==> src/rtl/tea_byte_stream_if.sv <==
// Byte-stream ports of tea_byte_stream: s_* carries bytes into the block, m_* carries them out.
interface tea_byte_stream_if;
  logic [7:0] s_data;
  logic       s_mode;
  logic       s_valid;
  logic       s_ready;
  logic [7:0] m_data;
  logic       m_valid;
  logic       m_ready;

  modport slave (
    input  s_data, s_mode, s_valid, m_ready,
    output s_ready, m_data, m_valid
  );

  modport master (
    output s_data, s_mode, s_valid, m_ready,
    input  s_ready, m_data, m_valid
  );
endinterface

==> src/rtl/tea_byte_stream.sv <==
// Byte-serial front/back end for the TEA core: 8 bytes in -> one core block -> 8 bytes out.
// Define TEA_STREAM_CBC_EN to build CBC chaining; otherwise the block is plain ECB.
module tea_byte_stream #(
  parameter int unsigned ROUNDS = 32
) (
  input  logic             clk,
  input  logic             reset,
  tea_byte_stream_if.slave strm,
  output logic [63:0]      core_in,
  output logic             core_mode,
  output logic             core_write,
  input  logic [63:0]      core_out,
  input  logic             core_out_ready,
  input  logic [63:0]      iv,
  input  logic             iv_load,
  output logic             busy
);
  typedef enum logic [1:0] {FILL, ISSUE, WAIT, DRAIN} state_e;

  state_e      state_q;
  logic [2:0]  cnt_q;
  logic [63:0] blk_q;
  logic [63:0] out_q;
  logic [63:0] core_in_q;
  logic        core_mode_q;
  logic        core_write_q;
  logic        m_valid_q;

  logic [63:0] blk_d;
  logic [63:0] core_in_d;
  logic [63:0] result_d;
  logic        s_fire;
  logic        m_fire;
  logic        unused_rounds;

  // Round count lives entirely in the core; this block only waits on core_out_ready.
  assign unused_rounds = (ROUNDS == 0);

  assign s_fire = strm.s_valid && (state_q == FILL);
  assign m_fire = m_valid_q && strm.m_ready;
  assign blk_d  = {blk_q[55:0], strm.s_data};

`ifdef TEA_STREAM_CBC_EN
  logic [63:0] chain_q;
  logic [63:0] chain_d;

  // core_in_d is only consumed on byte 7, by which time core_mode_q holds this block's mode.
  always_comb begin
    core_in_d = blk_d ^ chain_q;
    result_d  = core_out;
    chain_d   = core_out;
    if (core_mode_q) begin
      core_in_d = blk_d;
      result_d  = core_out ^ chain_q;
      chain_d   = blk_q;
    end
  end
`else
  logic unused_cbc;

  assign core_in_d  = blk_d;
  assign result_d   = core_out;
  assign unused_cbc = ^{iv, iv_load};
`endif

  always_ff @(posedge clk) begin
    if (reset) begin
      state_q      <= FILL;
      cnt_q        <= '0;
      blk_q        <= '0;
      out_q        <= '0;
      core_in_q    <= '0;
      core_mode_q  <= 1'b0;
      core_write_q <= 1'b0;
      m_valid_q    <= 1'b0;
`ifdef TEA_STREAM_CBC_EN
      chain_q      <= '0;
`endif
    end else begin
      core_write_q <= 1'b0;
      case (state_q)
        FILL: begin
`ifdef TEA_STREAM_CBC_EN
          if (iv_load && (cnt_q == 3'd0)) chain_q <= iv;
`endif
          if (s_fire) begin
            blk_q <= blk_d;
            cnt_q <= cnt_q + 3'd1;
            if (cnt_q == 3'd0) core_mode_q <= strm.s_mode;
            if (cnt_q == 3'd7) begin
              core_in_q    <= core_in_d;
              core_write_q <= 1'b1;
              state_q      <= ISSUE;
            end
          end
        end
        ISSUE: state_q <= WAIT;
        WAIT: begin
          if (core_out_ready) begin
            out_q     <= result_d;
            m_valid_q <= 1'b1;
            state_q   <= DRAIN;
`ifdef TEA_STREAM_CBC_EN
            chain_q   <= chain_d;
`endif
          end
        end
        DRAIN: begin
          if (m_fire) begin
            out_q <= {out_q[55:0], 8'h00};
            cnt_q <= cnt_q + 3'd1;
            if (cnt_q == 3'd7) begin
              m_valid_q <= 1'b0;
              state_q   <= FILL;
            end
          end
        end
        default: state_q <= FILL;
      endcase
    end
  end

  assign strm.s_ready = (state_q == FILL);
  assign strm.m_data  = out_q[63:56];
  assign strm.m_valid = m_valid_q;
  assign core_in      = core_in_q;
  assign core_mode    = core_mode_q;
  assign core_write   = core_write_q;
  assign busy         = (state_q != FILL);
endmodule

==> src/flat_wrapper.sv <==
// flat-port wrapper written by rule: the top's interface ports become plain ports
module tea_byte_stream_flat 
#(
  parameter int unsigned ROUNDS = 32
)
  (clk, reset, core_in, core_mode, core_write, core_out, core_out_ready, iv, iv_load, busy, strm_s_data, strm_s_mode, strm_s_valid, strm_m_ready, strm_s_ready, strm_m_data, strm_m_valid);
  tea_byte_stream_if strm_i ();
  input  logic clk;
  input  logic reset;
  output logic [63:0] core_in;
  output logic core_mode;
  output logic core_write;
  input  logic [63:0] core_out;
  input  logic core_out_ready;
  input  logic [63:0] iv;
  input  logic iv_load;
  output logic busy;
  input wire logic [$bits(strm_i.s_data)-1:0] strm_s_data;
  input wire logic [$bits(strm_i.s_mode)-1:0] strm_s_mode;
  input wire logic [$bits(strm_i.s_valid)-1:0] strm_s_valid;
  input wire logic [$bits(strm_i.m_ready)-1:0] strm_m_ready;
  output wire logic [$bits(strm_i.s_ready)-1:0] strm_s_ready;
  output wire logic [$bits(strm_i.m_data)-1:0] strm_m_data;
  output wire logic [$bits(strm_i.m_valid)-1:0] strm_m_valid;
  assign strm_i.s_data = strm_s_data;
  assign strm_i.s_mode = strm_s_mode;
  assign strm_i.s_valid = strm_s_valid;
  assign strm_i.m_ready = strm_m_ready;
  assign strm_s_ready = strm_i.s_ready;
  assign strm_m_data = strm_i.m_data;
  assign strm_m_valid = strm_i.m_valid;
  tea_byte_stream #(.ROUNDS(ROUNDS)) u_core (.clk(clk), .reset(reset), .strm(strm_i), .core_in(core_in), .core_mode(core_mode), .core_write(core_write), .core_out(core_out), .core_out_ready(core_out_ready), .iv(iv), .iv_load(iv_load), .busy(busy));
endmodule
==> config.mk <==
export PLATFORM = sky130hd
export DESIGN_NAME = tea_byte_stream_flat
export DESIGN_NICKNAME = d
export VERILOG_FILES = /design/src/rtl/tea_byte_stream_if.sv /design/src/rtl/tea_byte_stream.sv /design/src/flat_wrapper.sv
export SDC_FILE = /design/constraint.sdc
export NUM_CORES = 1
export LEC_CHECK = 0
export CORE_MARGIN = 8
export CORE_UTILIZATION = 43
export DETAILED_ROUTE_END_ITERATION = 6
export HOLD_SLACK_MARGIN = 0.05
export PLACE_DENSITY = 0.78
export SLEW_MARGIN = 5
export SYNTH_ARGS = -nofsm -noshare
export SYNTH_HDL_FRONTEND = slang
export SYNTH_SLANG_ARGS = --single-unit
==> constraint.sdc <==
create_clock -name clk -period 1.78 [get_ports clk]
set_input_delay 0.267 -clock clk [delete_from_list [all_inputs] [get_ports clk]]
set_output_delay 0.267 -clock clk [all_outputs]
set_load 0.005 [all_outputs]
==> reports/metrics.csv, run 1 <==
stage,metric,value,unit
run_status,status,finished clean,
floorplanning,coreArea,0.01784,mm^2
route,wirelength,20.26,mm
route,post_drt_wl_per_cell,16.38,um
route,drt_iter0_drc,363,
power_and_ir_drop,worst_ir_drop_vdd,0.6955,mV
cts,post_cts.repair.setup_buffers,0,
yosys,synth_nets,1028,
floorplanning,fp.dieW,150.2,um
global_routing,grt_max_degree,65,
cts,cts_made_buffers,17,
route,ant_nets,0,
power_and_ir_drop,power_frac_clock,0.439,
yosys,avgSynthCellArea,8.820,um^2
power_and_ir_drop,p_sw_frac,0.2322,
route,drc,0,
final_layout,final_common_cell,nand2_1,
cts,clk_pin_slew,0.07,ns
placement,finalWeightedCongestion,0.7543,
power_and_ir_drop,p_total,8.511,mW
floorplanning,die_area,0.02256,mm^2
floorplanning,start_util,0.4340,
timing,fin_crit_sh,0.9694,
hold_path,worstHoldStart,reset,
worst_setup_path,r2r_cells,6,
cts,cts-root-buf,clkbuf_16,
cts,clk_path_buf_depth,2,
final_layout,fin_util,0.5690,
placement,place_inst,1205,
floorplanning,num_rows,49,
timing,skew,0.01008,ns
route,vias_per_cell,5.200,
placement,io_buffers,154,
power_and_ir_drop,leakagePower,3.182,nW
hold_path,hp-class,in -> reg,
yosys,synth_top_family_by_area,compound AO/OA/AOI/OAI gates,
yosys,syn_area,0.007744,mm^2
global_routing,grt_usage,0.1788,
timing,tns,0,ns
yosys,synthCells,878,
timing,rsz0062_at_grt,yes,
cts,worstSkewPairLatency,0.43,ns
final_layout,final_cell_mix,"nand2_1 (249), a21oi_1 (189), dfxtp_1 (189)",
final_layout,area_growth,31.09,%
worst_setup_path,worst_setup_path_end_kind,output pin,
final_layout,stdcell_count,1237,
yosys,synthAdderAreaFrac,0.01131,
yosys,synthXorXnorAreaFrac,0,
final_layout,diodes,0,
timing,relSlewSlack,0.7483,
yosys,ys_warn_count,0,
cts,cts_tree,yes,
global_routing,grt_pass1_vias,6443,
power_and_ir_drop,powerDensity,838.5,mW/mm^2
global_routing,grt-ovfl-total,0,
timing,worst_slew_pin_slew,0.3671,ns
route,drt-pass1-iter-count,5,
worst_setup_path,critPathKind,reg -> out,
worst_setup_path,worst-path-max-fanout,7,
route,vias,6433,
yosys,yosys.area_share.simple,0.1375,
timing,finalSetupViolations,0,
placement,hpwlAfterDp,13.55,mm
worst_setup_path,worstPathRequired,1.51,ns
yosys,yosysSeqAreaShare,0.4964,
yosys,ys_types,33,
power_and_ir_drop,comb_power_share,0.052,
final_layout,drive_gt1_frac,0.1171,
worst_setup_path,timing.rr.start,u_core.state_q[0],
power_and_ir_drop,intPower,6.535,mW
cts,htree_levels,4,
floorplanning,dieHeight,150.2,um
cts,hold_buffers,0,
power_and_ir_drop,p_sw,1.976,mW
power_and_ir_drop,power.share.sequential,0.510,
global_routing,antenna_found_initial,0,
cts,cts_sinks,192,
global_routing,grt_pass1_wl,32.53,mm
yosys,synth-compound-area-share,0.2165,
final_layout,final_nets,1145,
yosys,synth_mux_area_frac,0.07950,
timing,slew_viol_final,0,
worst_setup_path,setup.worst_path.start,u_core.state_q[1],
final_layout,fill_cells,1644,
worst_setup_path,cp-start-kind,flop,
worst_setup_path,cp.arrival,1.46,ns
timing,finalHoldViolCount,0,
floorplanning,pin_count,220,
timing,clock.fmax,579.5,MHz
hold_path,min_path_cells,2,
timing,fin_crit,1.725,ns
job,maxCapViolations,0,
yosys,ys_ff_latch,192,
through the flow:
stage	instance area (um^2)	worst slack, ns	hold WS [ns]
detailed placement	9537	-0.03354	0.4464
CTS	10110	0.005770	0.2151
finish	10150	0.05450	0.2319
global placement	9537	-0.01871	0.4405
floorplan	7744	0.1270	0.4030
global route	10150	-0.01282	0.2275
worst paths after layout:
kind / end / slack [ns]
hold / removal: u_core.core_in[13] / 0.23
setup / recovery: strm_s_ready / 0.05
setup reg to reg: u_core.out_q[55] / 0.11
hold reg to reg: u_core.core_in[62] / 0.45
worst max-delay path: stages, from the launching register on:
cell	delay, ns
dfxtp_2	0.35
inv_1	0.11
ha_2	0.28
dlygate4sd2_1	0.30
power by group through the flow:
stage | clock network, mW | logic [mW] | registers [mW]
finish | 3.73 | 0.441 | 4.34
global route | 4.00 | 0.478 | 4.34
CTS | 3.82 | 0.446 | 4.34
detailed placement | 0 | 0.442 | 4.44
global placement | 0 | 0.439 | 4.44
floorplan | 0 | 0.182 | 4.43
layout make-up:
class	count	area [um^2]	area share
Clock buffer	19	432.9	0.04265
Clock inverter	13	140.1	0.01380
Inverter	5	18.77	0.001849
Multi-Input combinational cell	600	3510	0.3457
Sequential cell	192	3847	0.3790
Tap cell	229	286.5	0.02823
Timing Repair Buffer	179	1916	0.1887
synth_stat cells:
master / count / share of area
buf_1: 1 / 0.00048
nand3b_1: 2 / 0.0019
a21oi_1: 190 / 0.12
buf_6: 7 / 0.010
buf_2: 25 / 0.016
clkbuf_1: 35 / 0.017
nor2_1: 1 / 0.00048
nand2b_1: 3 / 0.0024
a211oi_2: 40 / 0.065
a21boi_1: 1 / 0.00097
nor2b_1: 3 / 0.0024
or3_1: 1 / 0.00081
buf_4: 13 / 0.013
and3b_1: 1 / 0.0011
a21bo_2: 1 / 0.0013
and2_1: 1 / 0.00081
nand4_1: 2 / 0.0016
o21ai_0: 13 / 0.0084
or3b_2: 1 / 0.0011
mux2i_1: 59 / 0.076
and4_1: 1 / 0.0011
dfxtp_1: 192 / 0.50
ha_1: 7 / 0.011
o21bai_1: 1 / 0.00097
or2_2: 1 / 0.00081
nand2_1: 250 / 0.12
nand3_1: 1 / 0.00065
mux2_2: 1 / 0.0015
a2111oi_2: 1 / 0.0019
a211oi_1: 16 / 0.016
inv_1: 5 / 0.0024
mux2i_2: 1 / 0.0018
nor3b_1: 1 / 0.00097
routing by layer:
| metal | global-route usage | wire [um] |
|---|---|---|
| met2 | 0.2883 | 9455 |
| met4 | 0.04448 | 143 |
| met5 | 0 | 0 |
| met3 | 0.06703 | 1638 |
| met1 | 0.2215 | 9025 |
kinds of logic (layout without fill, tap and decap cells):
group	Yosys count	in the layout
and+or+nand+nor	269	269
AOI/OAI and AO/OA	263	263
DFF	192	192
buffers and inverters	86	216
muxes	61	61
adders and majority gates	7	7
flip-flops by register name, indices dropped and copies added (netlist names):
| signal | flops |
|---|---|
| u_core.blk_q | 56 |
| u_core.strm.m_valid | 1 |
| u_core.core_mode | 1 |
| u_core.cnt_q | 3 |
| u_core.core_write | 1 |
| u_core.out_q | 64 |
| u_core.core_in | 64 |
| u_core.state_q | 2 |
what timing repair did:
| action | 4_1_cts | 5_1_grt |
|---|---|---|
| endpoints found under the hold margin | 0 | 0 |
| pin swaps | 0 | 0 |
| cloned | 0 | 0 |
| gates resized for setup | 6 | 9 |
| endpoints found under the setup margin | 2 | 50 |
(Power assumes the default switching activity.)
==> inputs of run 2 (changes only) <==
--- a/config.mk
+++ b/config.mk
@@ -5,7 +5,7 @@
 export SDC_FILE = /design/constraint.sdc
 export NUM_CORES = 1
 export LEC_CHECK = 0
-export CORE_MARGIN = 8
+export CORE_MARGIN = 4
 export CORE_UTILIZATION = 43
 export DETAILED_ROUTE_END_ITERATION = 6
 export HOLD_SLACK_MARGIN = 0.05
==> run 2 against run 1 <==
Compared with the run above: sequential cell count unchanged; critical path type is now reg -> reg; critical endpoint is now u_core.out_q[43]; power increased by 3.5%; maximum frequency about the same; global-route usage increased by 1.2 points; clock power increased by 8.3%; routed wire length decreased by 3.1%; utilization increased by 1.6 points; via count increased by 0.70%; hold slack got worse by 0.014 ns; combinational power about the same.
==> reports/metrics.csv, run 2 (synthesis gave the netlist of run 1 again) <==
stage,metric,value,unit,change
run_status,status,finished clean,,
floorplanning,pin_count,220,,unchanged
worst_setup_path,cp-start-kind,flop,,
power_and_ir_drop,intPower,6.844,mW,+4.7%
worst_setup_path,worst-path-max-fanout,25,,+18
power_and_ir_drop,powerDensity,862.3,mW/mm^2,+2.8%
power_and_ir_drop,p_sw,1.968,mW,-0.41%
timing,skew,0.006802,ns,-0.003276 ns
global_routing,grt_pass1_wl,31.75,mm,-2.4%
global_routing,grt_pass1_vias,6339,,-1.6%
power_and_ir_drop,comb_power_share,0.050,,-0.002
timing,rsz0062_at_grt,yes,,
cts,hold_buffers,0,,unchanged
timing,tns,0,ns,unchanged
placement,hpwlAfterDp,12.96,mm,-4.4%
timing,relSlewSlack,0.7323,,-0.01598
floorplanning,start_util,0.4431,,+0.009043
final_layout,final_common_cell,nand2_1,,
global_routing,antenna_found_initial,1,,+1
hold_path,min_to,u_core.core_in[7],,
placement,finalWeightedCongestion,0.7788,,+3.2%
route,drt_iter0_drc,397,,+9.4%
hold_path,min_path_cells,2,,unchanged
worst_setup_path,critPathKind,reg -> reg,,
worst_setup_path,r2r_cells,6,,unchanged
final_layout,final_cell_mix,"nand2_1 (249), dfxtp_1 (190), a21oi_1 (189)",,
timing,clock.fmax,579.8,MHz,about the same
route,vias,6478,,+0.70%
hold_path,worstHoldStart,reset,,
global_routing,grt_max_degree,65,,unchanged
worst_setup_path,worstPathRequired,2.08,ns,+0.57 ns
route,ant_nets,0,,unchanged
final_layout,area_growth,31.98,%,
cts,cts_sinks,192,,unchanged
timing,fin_crit,1.725,ns,-0.0007084 ns
route,drt-pass1-iter-count,5,,unchanged
timing,finalHoldViolCount,0,,unchanged
route,drc,0,,unchanged
global_routing,grt-ovfl-total,0,,unchanged
floorplanning,die_area,0.02022,mm^2,-10%
cts,clk_pin_slew,0.07,ns,about the same
final_layout,drive_gt1_frac,0.1210,,+0.003968
power_and_ir_drop,leakagePower,3.214,nW,+0.99%
route,wirelength,19.63,mm,-3.1%
cts,htree_levels,4,,unchanged
global_routing,grt_usage,0.1913,,+0.01249
worst_setup_path,cp.arrival,2.03,ns,+0.57 ns
route,vias_per_cell,5.250,,+0.94%
floorplanning,fp.dieW,142.2,um,-5.3%
placement,io_buffers,154,,unchanged
timing,slew_viol_final,0,,unchanged
cts,post_cts.repair.setup_buffers,0,,unchanged
worst_setup_path,worst_setup_path_end_kind,flop,,
timing,hold_ws,0.2177,ns,-0.01426 ns
final_layout,final_nets,1145,,unchanged
cts,cts_tree,yes,,
cts,cts-root-buf,clkbuf_16,,
worst_setup_path,r2r-end,u_core.out_q[43],,
timing,worst_slew_pin_slew,0.3904,ns,+0.02330 ns
power_and_ir_drop,power.share.sequential,0.492,,-0.018
power_and_ir_drop,power_frac_clock,0.458,,+0.019
timing,finalSetupViolations,0,,unchanged
hold_path,hp-class,in -> reg,,
worst_setup_path,timing.rr.start,u_core.state_q[0],,
floorplanning,coreArea,0.01748,mm^2,-2.0%
cts,cts_made_buffers,17,,unchanged
route,post_drt_wl_per_cell,15.91,um,-2.9%
cts,worstSkewPairLatency,0.42,ns,about the same
floorplanning,dieHeight,142.2,um,-5.3%
final_layout,fin_util,0.5848,,+0.01579
job,maxCapViolations,0,,unchanged
worst_setup_path,r2r_slack,0.06,ns,-0.05 ns
cts,clk_path_buf_depth,2,,unchanged
power_and_ir_drop,p_sw_frac,0.2233,,-0.008847
timing,fin_crit_sh,0.9690,,about the same
floorplanning,num_rows,48,,-2.0%
power_and_ir_drop,worst_ir_drop_vdd,0.6391,mV,-8.1%
[run 2: cell types whose count changed in the layout (fill, tap and decap cells not counted), moves of 3 or more]
cell      delta
a211oi_2     +3
dfxtp_2      -3
a211oi_1     -3
inv_6        -4
[run 2: final cells by class]
type	count	area, um^2
sequential	192	3851
antenna	1	2.502
multi-input combinational	600	3543
clock inverter	14	192.7
timing repair buffer	179	1891
fill	1530	7257
clock buffer	18	439.2
inverter	5	18.77
tap	225	281.5
[run 2: worst max-delay path by stage]
| stage | from | end | slack, ns | cells past startpoint |
|---|---|---|---|---|
| 2_1_floorplan | u_core.state_q[0] | u_core.out_q[26] | 0.13 | 7 |
| 3_5_place_dp | strm_m_ready | u_core.out_q[16] | -0.14 | 5 |
| 6_report | u_core.state_q[0] | u_core.out_q[43] | 0.06 | 6 |
| 3_3_place_gp | strm_m_ready | u_core.out_q[22] | -0.03 | 5 |
| 4_1_cts | u_core.state_q[0] | u_core.out_q[16] | 0.02 | 5 |
| 5_1_grt | u_core.state_q[0] | u_core.out_q[53] | -0.01 | 6 |
[run 2: power by group through the flow]
stage | clock network [mW] | logic [mW] | registers, mW
global route | 4.29 | 0.479 | 4.34
global placement | 0 | 0.436 | 4.44
finish | 4.04 | 0.444 | 4.33
floorplan | 0 | 0.182 | 4.43
detailed placement | 0 | 0.439 | 4.44
CTS | 4.12 | 0.444 | 4.33
[run 2: routing by layer]
layer  GRT usage  wire [um]
met1      0.2530       8687
met2      0.3133       9369
met3     0.05074       1317
met4     0.04697        255
met5           0          0
[run 2: metrics by stage]
stage	cell area (um^2)	setup slack (ns)	total power, mW	cells
2_1_floorplan	7744	0.1270	4.613	878
3_3_place_gp	9507	-0.02586	4.872	1201
3_5_place_dp	9507	-0.1398	4.875	1201
4_1_cts	10180	0.02126	8.900	1233
5_1_grt	10220	-0.01287	9.106	1234
6_report	10220	0.05521	8.813	1234
[run 2: repair_timing]
action / CTS / global route
pin swaps: 0 / 1
endpoints found under the setup margin: 9 / 60
gates resized for setup: 13 / 8
[run 2: worst max-delay path: stages (launching register included)]
cell and delay (ns):
dfxtp_4 0.36, inv_2 0.11, ha_2 0.22, mux2_2 0.38, buf_4 0.23, a21oi_1 0.23, a211oi_2 0.07
==> inputs of run 3 (changes only) <==
--- a/config.mk
+++ b/config.mk
@@ -9,7 +9,7 @@
 export CORE_UTILIZATION = 43
 export DETAILED_ROUTE_END_ITERATION = 6
 export HOLD_SLACK_MARGIN = 0.05
-export PLACE_DENSITY = 0.78
+export PLACE_DENSITY = 0.82
 export SLEW_MARGIN = 5
 export SYNTH_ARGS = -nofsm -noshare
 export SYNTH_HDL_FRONTEND = slang
==> run 3 against run 2 <==
Compared with the run above: global-route usage increased by 0.72 points; non-clock buffer count increased by 1; sequential share of layout area shrank 0.054 points; count of clock-buffer cells in the layout grew 1; maximum frequency is 1.7% higher; cell count unchanged; clock skew increased by 0.0039 ns; largest cell class unchanged; design area increased by 0.11%; routed wire length up 2.7%; combinational power about the same; largest power group unchanged; critical path depth is the same.
==> reports/metrics.csv, run 3 (synthesis gave the netlist of run 1 again) <==
stage,metric,value,unit,change
run_status,status,finished clean,,
final_layout,final_common_cell,nand2_1,,
power_and_ir_drop,worst_ir_drop_vdd,0.6465,mV,+1.1%
global_routing,antenna_found_initial,0,,-1
power_and_ir_drop,p_sw,2.029,mW,+3.1%
worst_setup_path,path_cells,"inv_2, ha_2, mux2_2, buf_12, a21oi_1, a211oi_1",,
route,wirelength,20.15,mm,+2.7%
worst_setup_path,cp-start-kind,flop,,
timing,clock.fmax,589.6,MHz,+1.7%
floorplanning,coreArea,0.01748,mm^2,unchanged
route,post_drt_wl_per_cell,16.33,um,+2.7%
power_and_ir_drop,p_sw_frac,0.2310,,+0.007621
timing,skew,0.01075,ns,+0.003946 ns
worst_setup_path,worst-path-max-fanout,29,,+16%
placement,finalWeightedCongestion,0.8022,,+3.0%
power_and_ir_drop,comb_power_share,0.051,,about the same
cts,clk_pin_slew,0.07,ns,about the same
timing,worst_slew_pin_slew,0.4319,ns,+0.04151 ns
route,drc,0,,unchanged
worst_setup_path,cp.arrival,2.00,ns,-0.03 ns
timing,finalSetupViolations,0,,unchanged
cts,cts_made_buffers,17,,unchanged
floorplanning,start_util,0.4431,,unchanged
final_layout,area_growth,32.12,%,
timing,fin_crit,1.696,ns,-0.02879 ns
worst_setup_path,path_depth,6,,unchanged
cts,cts_tree,yes,,
worst_setup_path,path_buf_inv,2,,unchanged
cts,cts-root-buf,clkbuf_16,,
final_layout,final_cell_mix,"nand2_1 (249), dfxtp_1 (189), a21oi_1 (188)",,
power_and_ir_drop,power_frac_clock,0.456,,-0.002
timing,fin_crit_sh,0.9528,,-0.01618
route,vias_per_cell,5.335,,+1.6%
cts,cts_sinks,192,,unchanged
power_and_ir_drop,powerDensity,858.6,mW/mm^2,-0.43%
placement,hpwlAfterDp,13.06,mm,+0.75%
global_routing,grt_usage,0.1984,,+0.007185
placement,io_buffers,154,,unchanged
worst_setup_path,cp_top_family,multiplexers,,
cts,htree_levels,4,,unchanged
final_layout,fill_cells,1480,,-3.3%
global_routing,grt-ovfl-total,0,,unchanged
hold_path,min_path_cells,2,,unchanged
floorplanning,fp.dieW,142.2,um,unchanged
route,vias,6583,,+1.6%
timing,fin_ws,0.08400,ns,+0.02879 ns
route,drt_iter0_drc,374,,-5.8%
power_and_ir_drop,intPower,6.756,mW,-1.3%
worst_setup_path,r2r_cells,6,,unchanged
timing,tns,0,ns,unchanged
floorplanning,pin_count,220,,unchanged
cts,clk_path_buf_depth,2,,unchanged
timing,hold_ws,0.2460,ns,+0.02835 ns
power_and_ir_drop,p_total,8.785,mW,-0.32%
route,ant_nets,0,,unchanged
floorplanning,die_area,0.02022,mm^2,unchanged
power_and_ir_drop,leakagePower,3.219,nW,+0.18%
timing,relSlewSlack,0.7121,,-0.02023
final_layout,diodes,0,,-1
worst_setup_path,critPathMaxStageDelay,0.40,ns,+0.02 ns
final_layout,final_nets,1146,,+0.087%
timing,slew_viol_final,0,,unchanged
route,drt-pass1-iter-count,5,,unchanged
timing,finalHoldViolCount,0,,unchanged
final_layout,fin_util,0.5854,,+0.0006450
hold_path,hp-class,in -> reg,,
worst_setup_path,critPathKind,reg -> reg,,
worst_setup_path,critPathSlowestCell,mux2_2,,
power_and_ir_drop,power.share.sequential,0.494,,+0.002
final_layout,drive_gt1_frac,0.1209,,about the same
placement,pre_cts_ws,-0.07948,ns,+0.06036 ns
job,maxCapViolations,0,,unchanged
global_routing,grt_max_degree,48,,-26%
worst_setup_path,worst_setup_path_end_kind,flop,,
cts,worstSkewPairLatency,0.44,ns,+0.02 ns
global_routing,grt_pass1_wl,32.41,mm,+2.1%
floorplanning,num_rows,48,,unchanged
floorplanning,dieHeight,142.2,um,unchanged
worst_setup_path,worstPathRequired,2.08,ns,about the same
global_routing,grt_pass1_vias,6471,,+2.1%
[run 3: cell type report]
| class | instances | area, um^2 | area share |
|---|---|---|---|
| flip-flops and latches | 192 | 3850 | 0.3763 |
| clock buffers | 19 | 452.9 | 0.04427 |
| clock inverters | 13 | 173.9 | 0.01700 |
| well taps | 225 | 281.5 | 0.02752 |
| multi-input cells | 600 | 3531 | 0.3451 |
| repair buffers | 180 | 1923 | 0.1880 |
| inverters | 5 | 18.77 | 0.001834 |
[run 3: final timing paths]
check                    startpoint                   to  slack (ns)
setup / recovery  u_core.state_q[0]     u_core.out_q[17]        0.08
hold / removal                reset  u_core.strm.m_valid        0.25
setup reg to reg  u_core.state_q[0]     u_core.out_q[17]        0.08
hold reg to reg    u_core.blk_q[52]   u_core.core_in[60]        0.45
[run 3: power by group through the flow]
stage | registers, mW | logic (mW) | clock network [mW]
finish | 4.34 | 0.447 | 4.00
global route | 4.34 | 0.481 | 4.26
CTS | 4.34 | 0.448 | 4.07
detailed placement | 4.44 | 0.443 | 0
global placement | 4.44 | 0.441 | 0
floorplan | 4.43 | 0.182 | 0
[run 3: routing by layer]
layer  GRT usage  wire [um]  vias up
met3     0.06015       1432       22
met2      0.3272       9792      188
li1            -          -     3229
met1      0.2524       8636     3144
met5           0          0        -
met4     0.05707        289        0
[run 3: worst register-to-register path, stage by stage, from the launching register on]
cell and delay (ns):
dfxtp_2 0.34, inv_2 0.11, ha_2 0.26, mux2_2 0.40, buf_12 0.18, a21oi_1 0.19, a211oi_1 0.08
[run 3: per-stage QoR]
step	area, um^2	cells
CTS	10200	1234
detailed placement	9539	1202
global placement	9539	1202
finish	10230	1234
global route	10230	1234
floorplan	7744	878
[run 3: repair_timing]
action | CTS | global route
buffers inserted | 0 | 0
endpoints found under the hold margin | 0 | 0
setup endpoints to repair | 6 | 34
gates cloned | 0 | 0
hold buffers | 0 | 0
resized for setup | 11 | 8
